**config.mk**
```make
export PLATFORM = sky130hd
export DESIGN_NAME = result_collector
export DESIGN_NICKNAME = d
export VERILOG_FILES = /design/src/rtl/result_collector.sv
export SDC_FILE = /design/constraint.sdc
export NUM_CORES = 1
export LEC_CHECK = 0
export CORE_AREA = 4 4 91 127
export DETAILED_ROUTE_END_ITERATION = 8
export DIE_AREA = 0 0 95 131
export PLACE_DENSITY = 0.77
export RECOVER_POWER = 100
export SLEW_MARGIN = 20
export SYNTH_ARGS = -nofsm -noshare
export SYNTH_HDL_FRONTEND = slang
export SYNTH_SLANG_ARGS = --single-unit
```
**constraint.sdc**
```tcl
create_clock -name clk -period 1.7 [get_ports clk]
set_input_delay 0.34 -clock clk [delete_from_list [all_inputs] [get_ports clk]]
set_output_delay 0.34 -clock clk [all_outputs]
set_load 0.005 [all_outputs]
```
**src/rtl/result_collector.sv**
```systemverilog
// result_collector: turns the accelerator's serial result stream into indexed words.
// Incoming bits are MSB first on data_out_z and qualified by tx_ready. Each 2*D_W-bit
// word is tagged with its row-major element index and queued in a first-word-fall-through
// FIFO. The host reads the FIFO over a valid/ready interface.
// Ports:
//   clk, rst (async active-low), clear (sync flush of FIFO, counters and flags)
//   data_out_z, tx_ready           serial result input
//   m_data, m_idx, m_last, m_valid head-of-FIFO word, its element index and frame-last flag
//   m_ready                        consumer accept
//   frame_done                     one-cycle pulse when a frame's last word is pushed
//   overflow, frame_err            sticky: word dropped on full FIFO / frame truncated
module result_collector #(
  parameter  int unsigned D_W    = 8,
  parameter  int unsigned N      = 2,
  parameter  int unsigned DEPTH  = 4,
  localparam int unsigned WORD_W = 2 * D_W,
  localparam int unsigned IDX_W  = (N > 1) ? $clog2(N * N) : 1
) (
  input  logic              clk,
  input  logic              rst,
  input  logic              clear,
  input  logic              data_out_z,
  input  logic              tx_ready,
  output logic [WORD_W-1:0] m_data,
  output logic [IDX_W-1:0]  m_idx,
  output logic              m_last,
  output logic              m_valid,
  input  logic              m_ready,
  output logic              frame_done,
  output logic              overflow,
  output logic              frame_err
);

  localparam int unsigned BC_W  = $clog2(WORD_W);
  localparam int unsigned PTR_W = $clog2(DEPTH);
  localparam int unsigned CNT_W = $clog2(DEPTH + 1);

  typedef struct packed {
    logic [WORD_W-1:0] data;
    logic [IDX_W-1:0]  idx;
    logic              last;
  } entry_t;

  typedef enum logic [1:0] {S_IDLE, S_RECV, S_DONE} state_t;

  state_t            r_state;
  logic [BC_W-1:0]   r_bit_cnt;
  logic [IDX_W-1:0]  r_elem_idx;
  logic [WORD_W-2:0] r_shreg;
  logic              r_frame_done;
  logic              r_overflow;
  logic              r_frame_err;

  entry_t            r_mem [DEPTH];
  logic [PTR_W-1:0]  r_wr_ptr;
  logic [PTR_W-1:0]  r_rd_ptr;
  logic [CNT_W-1:0]  r_count;
  logic              r_valid;

  logic [WORD_W-1:0] w_word;
  logic              w_word_end;
  logic              w_last_elem;
  logic              w_push;
  logic              w_pop;
  logic              w_full;
  logic              w_wr_en;
  logic              w_drop;

  // Current bit completes the shift register into a full word.
  assign w_word      = {r_shreg, data_out_z};
  assign w_word_end  = (r_bit_cnt == BC_W'(WORD_W - 1));
  assign w_last_elem = (r_elem_idx == IDX_W'(N * N - 1));
  assign w_push      = (r_state == S_RECV) && tx_ready && w_word_end;
  assign w_pop       = r_valid && m_ready;
  assign w_full      = (r_count == CNT_W'(DEPTH));
  // A full FIFO still accepts a push when the head leaves in the same cycle.
  assign w_wr_en     = w_push && (!w_full || w_pop);
  assign w_drop      = w_push && w_full && !w_pop;

  // Deserialiser FSM and status flags.
  always_ff @(posedge clk or negedge rst) begin
    if (!rst) begin
      r_state      <= S_IDLE;
      r_bit_cnt    <= '0;
      r_elem_idx   <= '0;
      r_shreg      <= '0;
      r_frame_done <= 1'b0;
      r_overflow   <= 1'b0;
      r_frame_err  <= 1'b0;
    end else if (clear) begin
      r_state      <= S_IDLE;
      r_bit_cnt    <= '0;
      r_elem_idx   <= '0;
      r_shreg      <= '0;
      r_frame_done <= 1'b0;
      r_overflow   <= 1'b0;
      r_frame_err  <= 1'b0;
    end else begin
      r_frame_done <= 1'b0;
      case (r_state)
        S_IDLE: begin
          // The bit present when tx_ready first rises is bit 0 of the frame.
          if (tx_ready) begin
            r_shreg   <= w_word[WORD_W-2:0];
            r_bit_cnt <= BC_W'(1);
            r_state   <= S_RECV;
          end
        end
        S_RECV: begin
          if (tx_ready) begin
            r_shreg <= w_word[WORD_W-2:0];
            if (w_word_end) begin
              r_bit_cnt <= '0;
              if (w_last_elem) begin
                r_elem_idx   <= '0;
                r_frame_done <= 1'b1;
                r_state      <= S_DONE;
              end else begin
                r_elem_idx <= r_elem_idx + 1'b1;
              end
            end else begin
              r_bit_cnt <= r_bit_cnt + 1'b1;
            end
          end else begin
            // Stream stopped mid-frame: abandon the rest of it.
            if ((r_bit_cnt != '0) || (r_elem_idx != '0)) begin
              r_frame_err <= 1'b1;
            end
            r_bit_cnt  <= '0;
            r_elem_idx <= '0;
            r_state    <= S_IDLE;
          end
        end
        S_DONE: begin
          if (!tx_ready) begin
            r_state <= S_IDLE;
          end
        end
        default: r_state <= S_IDLE;
      endcase
      if (w_drop) begin
        r_overflow <= 1'b1;
      end
    end
  end

  // Result FIFO; count register separates full from empty.
  always_ff @(posedge clk or negedge rst) begin
    if (!rst) begin
      for (int i = 0; i < int'(DEPTH); i++) r_mem[i] <= '0;
      r_wr_ptr <= '0;
      r_rd_ptr <= '0;
      r_count  <= '0;
      r_valid  <= 1'b0;
    end else if (clear) begin
      for (int i = 0; i < int'(DEPTH); i++) r_mem[i] <= '0;
      r_wr_ptr <= '0;
      r_rd_ptr <= '0;
      r_count  <= '0;
      r_valid  <= 1'b0;
    end else begin
      if (w_wr_en) begin
        r_mem[r_wr_ptr] <= '{data: w_word, idx: r_elem_idx, last: w_last_elem};
        r_wr_ptr        <= r_wr_ptr + 1'b1;
      end
      if (w_pop) begin
        r_rd_ptr <= r_rd_ptr + 1'b1;
      end
      case ({w_wr_en, w_pop})
        2'b10: begin
          r_count <= r_count + CNT_W'(1);
          r_valid <= 1'b1;
        end
        2'b01: begin
          r_count <= r_count - CNT_W'(1);
          r_valid <= (r_count != CNT_W'(1));
        end
        default: ;
      endcase
    end
  end

  assign m_data     = r_mem[r_rd_ptr].data;
  assign m_idx      = r_mem[r_rd_ptr].idx;
  assign m_last     = r_mem[r_rd_ptr].last;
  assign m_valid    = r_valid;
  assign frame_done = r_frame_done;
  assign overflow   = r_overflow;
  assign frame_err  = r_frame_err;

endmodule

```
Yosys cells after proc, flatten, opt, wreduce, memory -nomap -nowiden
Index checks and enable logic that the tools add are counted.

operators by class
  order comparisons = 3
  add/sub/neg operators = 6
  bitwise gates (word level) = 2
  mux-type cells = 47
  eq/ne operators = 14
  reductions and logical operators = 29

operators by type and width
  cell                                                       number
  2-to-1 mux 76 bit                                          2
  bitwise mux 76 bit                                         1
  2-to-1 mux 19 bit                                          3
  2-to-1 mux 15 bit                                          3
  binary-select mux 19 bit (select 2 bit)                    1
  demux 19 bit (select 2 bit)                                1
  2-to-1 mux 2 bit                                           15
  2-to-1 mux 4 bit                                           4
  nonzero test 2 bit                                         8
  2-to-1 mux 1 bit                                           12
  inequality test 4 bit (second input constant)              2
  one-hot mux 4 bit (2 select lines)                         1
  logical AND 1 bit                                          7
  adder 2 x 1 -> 2 bit (second input constant)               3
  equality test 2 bit (second input constant)                3
  greater-or-equal comparator 3 bit (second input constant)  2
  inequality test 3 bit (second input constant)              2
  inverter 2 -> 3 bit                                        2
  one-hot mux 2 bit (3 select lines)                         1
  one-hot mux 3 bit (2 select lines)                         1
  AND reduction 2 bit                                        3
  nonzero test 3 bit                                         2
  adder 4 x 1 -> 4 bit (second input constant)               1
  equality test 2 x 1 -> 1 bit (second input constant)       2
  other kinds (17)                                           19

word-level totals
  bits in registers = 110

Longest topological paths before layout
Gate-level depths: netlist (run 1).

  depth in word-level cells = 8
  depth in mapped cells = 8

Worst setup path before layout (run 1)
Ideal clock, no wire load.

  path kind = register to register
  from = register r_bit_cnt[0]
  to = register r_count[2]
  cell stages (with the launch flop) = 8
  path buffers = 2
  path slack = 0.014 ns
  arrival = 1.592 ns
  clock period less this slack = 1.686 ns
  library setup time = 0.094 ns
  path through = dfrtp_1 ha_1 and3_1 buf_6 buf_6 a21oi_1 nand2_1 a221oi_2

on the way
  word-level cells in the longest chain between the ends = 6
  elaborated cells on any way between the ends = 8
  classes of those cells = eq/ne (3); mux (2); reduce/logical (3)

ends and longest elaborated chain
  element                                                                     line  RTL
  start: declaration                                                          47    logic [BC_W-1:0] r_bit_cnt;
  start signal: assignment                                                    122   r_bit_cnt <= r_bit_cnt + 1'b1;
  equality test 4 bit (*)                                                     71    assign w_word_end = (r_bit_cnt == BC_W'(WORD_W - 1));
  logical AND 1 bit (*)                                                       73    assign w_push = (r_state == S_RECV) && tx_ready && w_word_end;
  logical AND 1 bit (*)                                                       77    assign w_wr_en = w_push && (!w_full || w_pop);
  equality test 2 x 1 -> 1 bit / equality test 2 bit (equally long branches)  169   case ({w_wr_en, w_pop})
  one-hot mux 3 bit (2 select lines)                                          169
  2-to-1 mux 3 bit                                                            155   end else if (clear) begin
  end signal: assignment                                                      171   r_count <= r_count + CNT_W'(1);
  end signal: assignment                                                      175   r_count <= r_count - CNT_W'(1);
  end: declaration                                                            57    logic [CNT_W-1:0] r_count;

Mark *: on every way between the ends. The rest lies on a longest branch, timed or not.
A chain may end at the register's enable or synchronous reset.

Final worst setup path (run 1)
  from = register r_rd_ptr[0]
  to = output port m_data[3]

on the way
  word-level cells in the longest chain between the ends = 4

ends and longest elaborated chain
  element                                    line  RTL
  start: declaration                         56    logic [PTR_W-1:0] r_rd_ptr;
  start signal: assignment                   167   r_rd_ptr <= r_rd_ptr + 1'b1;
  inverter 2 -> 3 bit (implied by the code)  183   assign m_data = r_mem[r_rd_ptr].data;
  binary-select mux 19 bit (select 2 bit)    183
  2-to-1 mux 19 bit (2 in a row)             --
  end: declaration                           24    output logic [WORD_W-1:0] m_data,

No other way between the ends. The select of a mux whose other input is x is not followed.

==> run metrics, run 1 <==
library cell contributing the largest single delay on the critical path sky130_fd_sc_hd__mux4_2; path type of the worst min-delay path primary input to flip-flop; count of flip-flops with a built-in enable after synthesis 0; Post-Synthesis Cells around 540; most frequent cell on the critical path sky130_fd_sc_hd__buf_6; later-pin clock latency in the skew report 0.34 ns; vertical die dimension around 130 um; largest net degree at the start of global routing between 60 and 70; worst slack after detailed placement -0.328 ns; placeable core region 0.0103 mm^2; ratio of cells with drive above 1 in the final layout around 30%; CP Launch Type flip-flop; Netlist Area Pre-Place between 0.005 and 0.006 mm^2; Post-Synthesis Net Count 561; crit path buf inv count 3; violated checks negative setup slack; Ant. Diodes 0; share of flip-flops with an asynchronous set or reset after synthesis between 90% and 100%; warning count from the yosys run 0; slew at the pin with the worst max-slew slack 1.03 ns; launch instance of the worst register-to-register path r_bit_cnt[0]$_DFFE_PN0P_; worst endpoint required time between 1 and 1.5 ns; H-Tree Level Count 3; Internal 0.00399 W; cell depth of the worst hold path 2; clock power share 43.6%; Post-Syn Area per Cell just over 10 um^2; Clock Root Buffer sky130_fd_sc_hd__clkbuf_16; number of design rule violations left after detail routing 0; Hold Crit Start clear; Setup-failing EPs final 97; result of the run finished with violations; net switching share of the total power around a fifth; power density cells 754 mW/mm^2; final standard cell utilization of the core about two thirds; Final GP Congestion about 0.9; buffer depth of the longest clock path 2; portion of total power attributed to sequential cells 52.0%; clock buffers created by TritonCTS 9; leading cell types in the layout, fill and taps excluded sky130_fd_sc_hd__nand2_1, sky130_fd_sc_hd__dfrtp_1, sky130_fd_sc_hd__a21oi_1; estimated wirelength of the detail-placed design between 8 and 9 mm; number of filler instances in the final layout a little over 800; setup clock skew after layout between 0.006 and 0.007 ns; non-filler cells, final ~760; leading cell type in the layout, fill and taps excluded sky130_fd_sc_hd__nand2_1; largest driver fanout on the critical path 5; via count of the first global-routing pass around 4700; initial antenna violation count 0; TritonCTS clock tree yes; worst setup slack for register-to-register paths -0.06 ns; total count of hold-check failures in the final report 0; area added between synthesis and finish 22.4%; worst hold-check slack about 0.29 ns; final wirelength between 10 and 15 mm; VDD IR max between 0.4 and 0.5 mV; net switching power ~0.0011 W; clock-pin slew reported for the worst setup and hold paths after clock tree synthesis around 0.070 ns; combined area of the multi-input logic cells approximately 0.0025 mm^2; Avg Vias per Cell approximately 6; total congestion overflow after global routing 0; Final Max Tran Viols 0; most instantiated flip-flop cell in the synthesis netlist sky130_fd_sc_hd__dfrtp_1; number of standard-cell rows in the floorplan 44; worst slew slack as a fraction of its limit 31.2%; Iteration-0 DRC Markers around 340; net count of the finished layout between 600 and 700; Critical Path Max Stage Delay approximately 0.52 ns; proportion of synthesized chip area in sequential cells approximately half; routed vias approximately 4500; # Max-Cap Violations 0; number of register bits inferred by synthesis between 100 and 150; end of the worst register-to-register path r_elem_idx[0]$_DFFE_PN0P_; unrepaired setup endpoints after global routing true; Critical Path, Cell by Cell buf_6 -> buf_6 -> mux4_2 -> buf_6; sink of the worst hold path r_count[2]$_DFFE_PN0P_; die area about 0.012 mm^2; initial cell density of the core 53.0%; count of cells along the worst register-to-register path 6; leakage component of the power approximately 2.8 nW; clock sink total 110; combinational share of power about 4.4%; global-route usage over all layers 23.7%; routed length per instance approximately 19 um; horizontal die dimension between 90 and 100 um; Top delay family on crit path multiplexers; wire length of the first global-routing pass ~23 mm; Distinct cells, synth 46; Period Utilization, post-route 119%; data arrival at the endpoint of the critical path 1.69 ns; port bufs 28; crit path time final a little over 2 ns; Worst Slack Setup Final -0.329 ns; maximum clock frequency a little under 500 MHz; element type at the critical path end primary output; placed cells just over 700; residual antenna-violating net count after detailed routing 0; Sequential Area 0.00275 mm^2; overall power after layout approximately 0.0051 W; count of boundary I/O pins 29; WS Path Type flip-flop to primary output; Initial DRT Pass Iterations 5
metal layers:
layer / routed length [um] / global-route usage (%)
met5: 0 / 0
met4: 348 / 7.73
met3: 821 / 4.01
met2: 7880 / 43.6
met1: 5120 / 27.8
per-stage QoR:
step / cell area, um^2 / TNS, ns
finish: 6710 / -12.71
global route: 6710 / -20.91
CTS: 6570 / -5.28
detailed placement: 6160 / -27.62
global placement: 6160 / -22.29
floorplan: 5490 / 0
synthesized netlist by cell type (all sizes together) (4+ instances only):
cell | count | area, um^2
a21oi | 95 | 588
buf | 19 | 176
clkbuf | 17 | 63.8
dfrtp | 110 | 2750
ha | 12 | 150
inv | 9 | 33.8
mux4 | 19 | 428
nand2 | 192 | 748
nor2 | 14 | 52.6
nor2b | 4 | 25.0
nor3 | 4 | 20.0
o2111a | 4 | 45.0
o2111ai | 4 | 105
o21ai | 6 | 30.0
cell type report:
| class | count | share of cell area (%) |
|---|---|---|
| clock buffers | 14 | 4.23 |
| clock inverters | 2 | 0.559 |
| multi-input cells | 388 | 37.3 |
| repair buffers | 102 | 13.8 |
| flip-flops and latches | 110 | 41.0 |
| well taps | 138 | 2.57 |
| inverters | 9 | 0.503 |
worst reg2reg max path, cell delays in order, from the launching register on:
cell and delay [ns]:
sky130_fd_sc_hd__dfrtp_1 0.36, sky130_fd_sc_hd__ha_1 0.17, sky130_fd_sc_hd__and3_1 0.28, sky130_fd_sc_hd__clkbuf_1 0.32, sky130_fd_sc_hd__nand2_1 0.11, sky130_fd_sc_hd__or3_1 0.31
sky130_fd_sc_hd__a21oi_1 0.14
sequential cells by signal, indices dropped and copies added, names as in the netlist, 2 cells and up:
signal,count
r_mem,76
r_shreg,15
r_bit_cnt,4
r_count,3
r_elem_idx,2
r_rd_ptr,2
r_state,2
r_wr_ptr,2
power by group through the flow:
stage	sequential, W	combinational [W]	clock (W)
CTS	0.00263	0.000223	0.00223
global placement	0.00268	0.000214	0
finish	0.00263	0.000221	0.00221
global route	0.00263	0.000250	0.00234
floorplan	0.00268	0.0000918	0
detailed placement	0.00268	0.000220	0
logic make-up after synthesis:
| group | count (synthesis) | synth area share [%] |
|---|---|---|
| AOI/OAI and AO/OA | 123 | 16.1 |
| buffers and inverters | 45 | 5.00 |
| muxes | 21 | 8.19 |
| and+or+nand+nor | 229 | 17.3 |
| xor gates and xnor gates | 3 | 0.479 |
| DFF | 110 | 50.2 |
| adders and majority gates | 12 | 2.74 |
worst max-delay path by stage:
stage                             startpoint                endpoint  cells after the start
global placement                     m_ready  r_count[1]$_DFFE_PN0P_                      6
finish               r_rd_ptr[0]$_DFFE_PN0P_               m_data[3]                      4
CTS                  r_rd_ptr[0]$_DFFE_PN0P_              m_data[12]                      4
detailed placement                   m_ready  r_count[1]$_DFFE_PN0P_                      6
global route         r_rd_ptr[0]$_DFFE_PN0P_               m_data[3]                      4
floorplan           r_bit_cnt[0]$_DFFE_PN0P_  r_count[2]$_DFFE_PN0P_                      7
what timing repair did:
item | CTS | global route
resized for setup | 91 | 48
buffers inserted | 13 | 2
pin swaps | 0 | 3
endpoints found under the hold margin | 28 | 0
hold buffers | 1 | 0
gates cloned | 0 | 4
endpoints found under the setup margin | 81 | 100
Note: power is estimated with default switching activity, not from simulation.
==> inputs of run 2 (changes only) <==
Settings changed: CORE_AREA 4 4 91 127 to 4 4 86 121, DIE_AREA 0 0 95 131 to 0 0 90 125, PLACE_DENSITY 0.77 to 0.81.
Clock period 1.7 ns to 2.1 ns, I/O delays scaled along.
==> run metrics, run 2 (synthesized netlist as in run 1, its figures left out) <==
clock sink total 110; routed vias 4291; crit path time final around 2.1 ns; library cell contributing the largest single delay on the critical path sky130_fd_sc_hd__mux4_2; element type at the critical path end primary output; Critical Path, Cell by Cell clkbuf_16 -> buf_8 -> mux4_2 -> buf_2; leading cell types in the layout, fill and taps excluded sky130_fd_sc_hd__nand2_1, sky130_fd_sc_hd__dfrtp_1, sky130_fd_sc_hd__a21oi_1; largest net degree at the start of global routing 65; net count of the finished layout slightly above 600; number of standard-cell rows in the floorplan 42; largest driver fanout on the critical path 4; initial cell density of the core between 50 and 60%; worst hold-check slack approximately 0.19 ns; horizontal die dimension approximately 90 um; H-Tree Level Count 3; WS Path Type flip-flop to primary output; violated checks negative setup slack; VDD IR max roughly 0.42 mV; register ranked first by flip-flop count r_mem; CP Launch Type flip-flop; slew at the pin with the worst max-slew slack a little over 1 ns; Period Utilization, post-route 101%; initial antenna violation count 0; clock buffers created by TritonCTS 9; Worst Slack Setup Final -0.0257 ns; global-route usage over all layers 24.6%; leading cell type in the layout, fill and taps excluded sky130_fd_sc_hd__nand2_1; die area between 0.01 and 0.015 mm^2; area added between synthesis and finish 14.9%; placeable core region between 0.009 and 0.01 mm^2; count of boundary I/O pins 29; setup clock skew after layout a little over 0.005 ns; Final GP Congestion just over 0.8; setup tns final -0.139 ns; final wirelength 13.3 mm; TritonCTS clock tree yes; later-pin clock latency in the skew report roughly 0.35 ns; Ant. Diodes 0; Initial DRT Pass Iterations 5; Critical Path Max Stage Delay between 0.4 and 0.5 ns; total count of hold-check failures in the final report 0; worst slew slack as a fraction of its limit a little under a third; Setup-failing EPs final 10; buffer depth of the longest clock path 2; number of design rule violations left after detail routing 0; via count of the first global-routing pass 4655; max reg flops between 70 and 80; total congestion overflow after global routing 0; data arrival at the endpoint of the critical path 1.71 ns; Top delay family on crit path multiplexers; ratio of cells with drive above 1 in the final layout a little over a fifth; clock-pin slew reported for the worst setup and hold paths after clock tree synthesis 0.07 ns; vertical die dimension between 100 and 150 um; Final Max Tran Viols 0; maximum clock frequency 470 MHz; Iteration-0 DRC Markers between 300 and 400; biggest registers after layout r_mem (76), r_shreg (15), r_bit_cnt (4); Avg Vias per Cell between 6 and 7; port bufs 28; crit path buf inv count 3; # Max-Cap Violations 0; unrepaired setup endpoints after global routing true; result of the run finished with violations; estimated wirelength of the detail-placed design ~8.3 mm; wire length of the first global-routing pass between 20 and 25 mm; residual antenna-violating net count after detailed routing 0; worst endpoint required time ~1.7 ns; leakage component of the power roughly 2.6 nW; power density cells between 600 and 700 mW/mm^2; path type of the worst min-delay path primary input to async pin; Clock Root Buffer sky130_fd_sc_hd__clkbuf_16; routed length per instance 18.7 um
run 2: cell count changes in the layout (fill, tap and decap cells not counted), moves of 5 or more:
cell                       delta
sky130_fd_sc_hd__buf_4       -26
sky130_fd_sc_hd__buf_6       -17
sky130_fd_sc_hd__nand2_1      +8
sky130_fd_sc_hd__a21oi_1      +7
sky130_fd_sc_hd__a21oi_2      -7
sky130_fd_sc_hd__nand2_2      -7
sky130_fd_sc_hd__buf_12       +5
sky130_fd_sc_hd__clkbuf_4     +5
run 2: cell type report:
type | count | area (um^2)
Sequential cell | 110 | 2750
Clock inverter | 4 | 47.5
Tap cell | 110 | 138
Clock buffer | 11 | 243
Timing Repair Buffer | 75 | 684
Multi-Input combinational cell | 388 | 2400
Fill cell | 700 | 3000
Inverter | 9 | 33.8
run 2: report_power, final:
part	total, W	internal [W]	leakage (nW)	switching (W)
registers	0.00213	0.00212	1.53	0.00000885
clock network	0.00167	0.000947	0.141	0.000724
logic	0.000153	0.0000347	0.923	0.000118
run 2: timing repair:
action,CTS,global route
pin swaps,0,0
endpoints found under the setup margin,19,18
cloned,1,0
hold endpoints to repair,0,0
hold buffers,0,0
buffers inserted,13,1
resized for setup,91,4
run 2: final timing paths:
check	endpoint	startpoint	slack [ns]	cells after the start
max	m_data[4]	r_rd_ptr[0]$_DFFE_PN0P_	-0.03	4
min	r_mem[56]$_DFFE_PN0P_	rst	0.19	1
max reg2reg	r_mem[65]$_DFFE_PN0P_	r_count[1]$_DFFE_PN0P_	0.14	7
min reg2reg	frame_err$_DFFE_PN0P_	frame_err$_DFFE_PN0P_	0.50	2
max in group asynchronous	r_mem[24]$_DFFE_PN0P_	rst	0.38	2
min in group clk	r_mem[0]$_DFFE_PN0P_	clear	0.34	2
run 2: per-layer routing:
layer  up-vias  track usage (%)  routed length, um
met5         -                0                  0
met4         0             14.1                338
met3        29             3.91                618
met2       153             43.2               7230
met1      2163             28.5               5070
li1       1946                -                  -
run 2: stage by stage:
stage / power (W) / worst slack (ns) / instances / area, um^2 / util (%)
2_1_floorplan: 0.00225 / 0.414 / 543 / 5490 / -
3_3_place_gp: 0.00233 / 0.0874 / 677 / 6060 / 65.2
3_5_place_dp: 0.00234 / -0.00934 / 677 / 6060 / 65.2
4_1_cts: 0.00400 / -0.0602 / 706 / 6440 / 69.3
5_1_grt: 0.00411 / -0.0584 / 707 / 6300 / 67.8
6_report: 0.00396 / -0.0257 / 707 / 6300 / 67.8
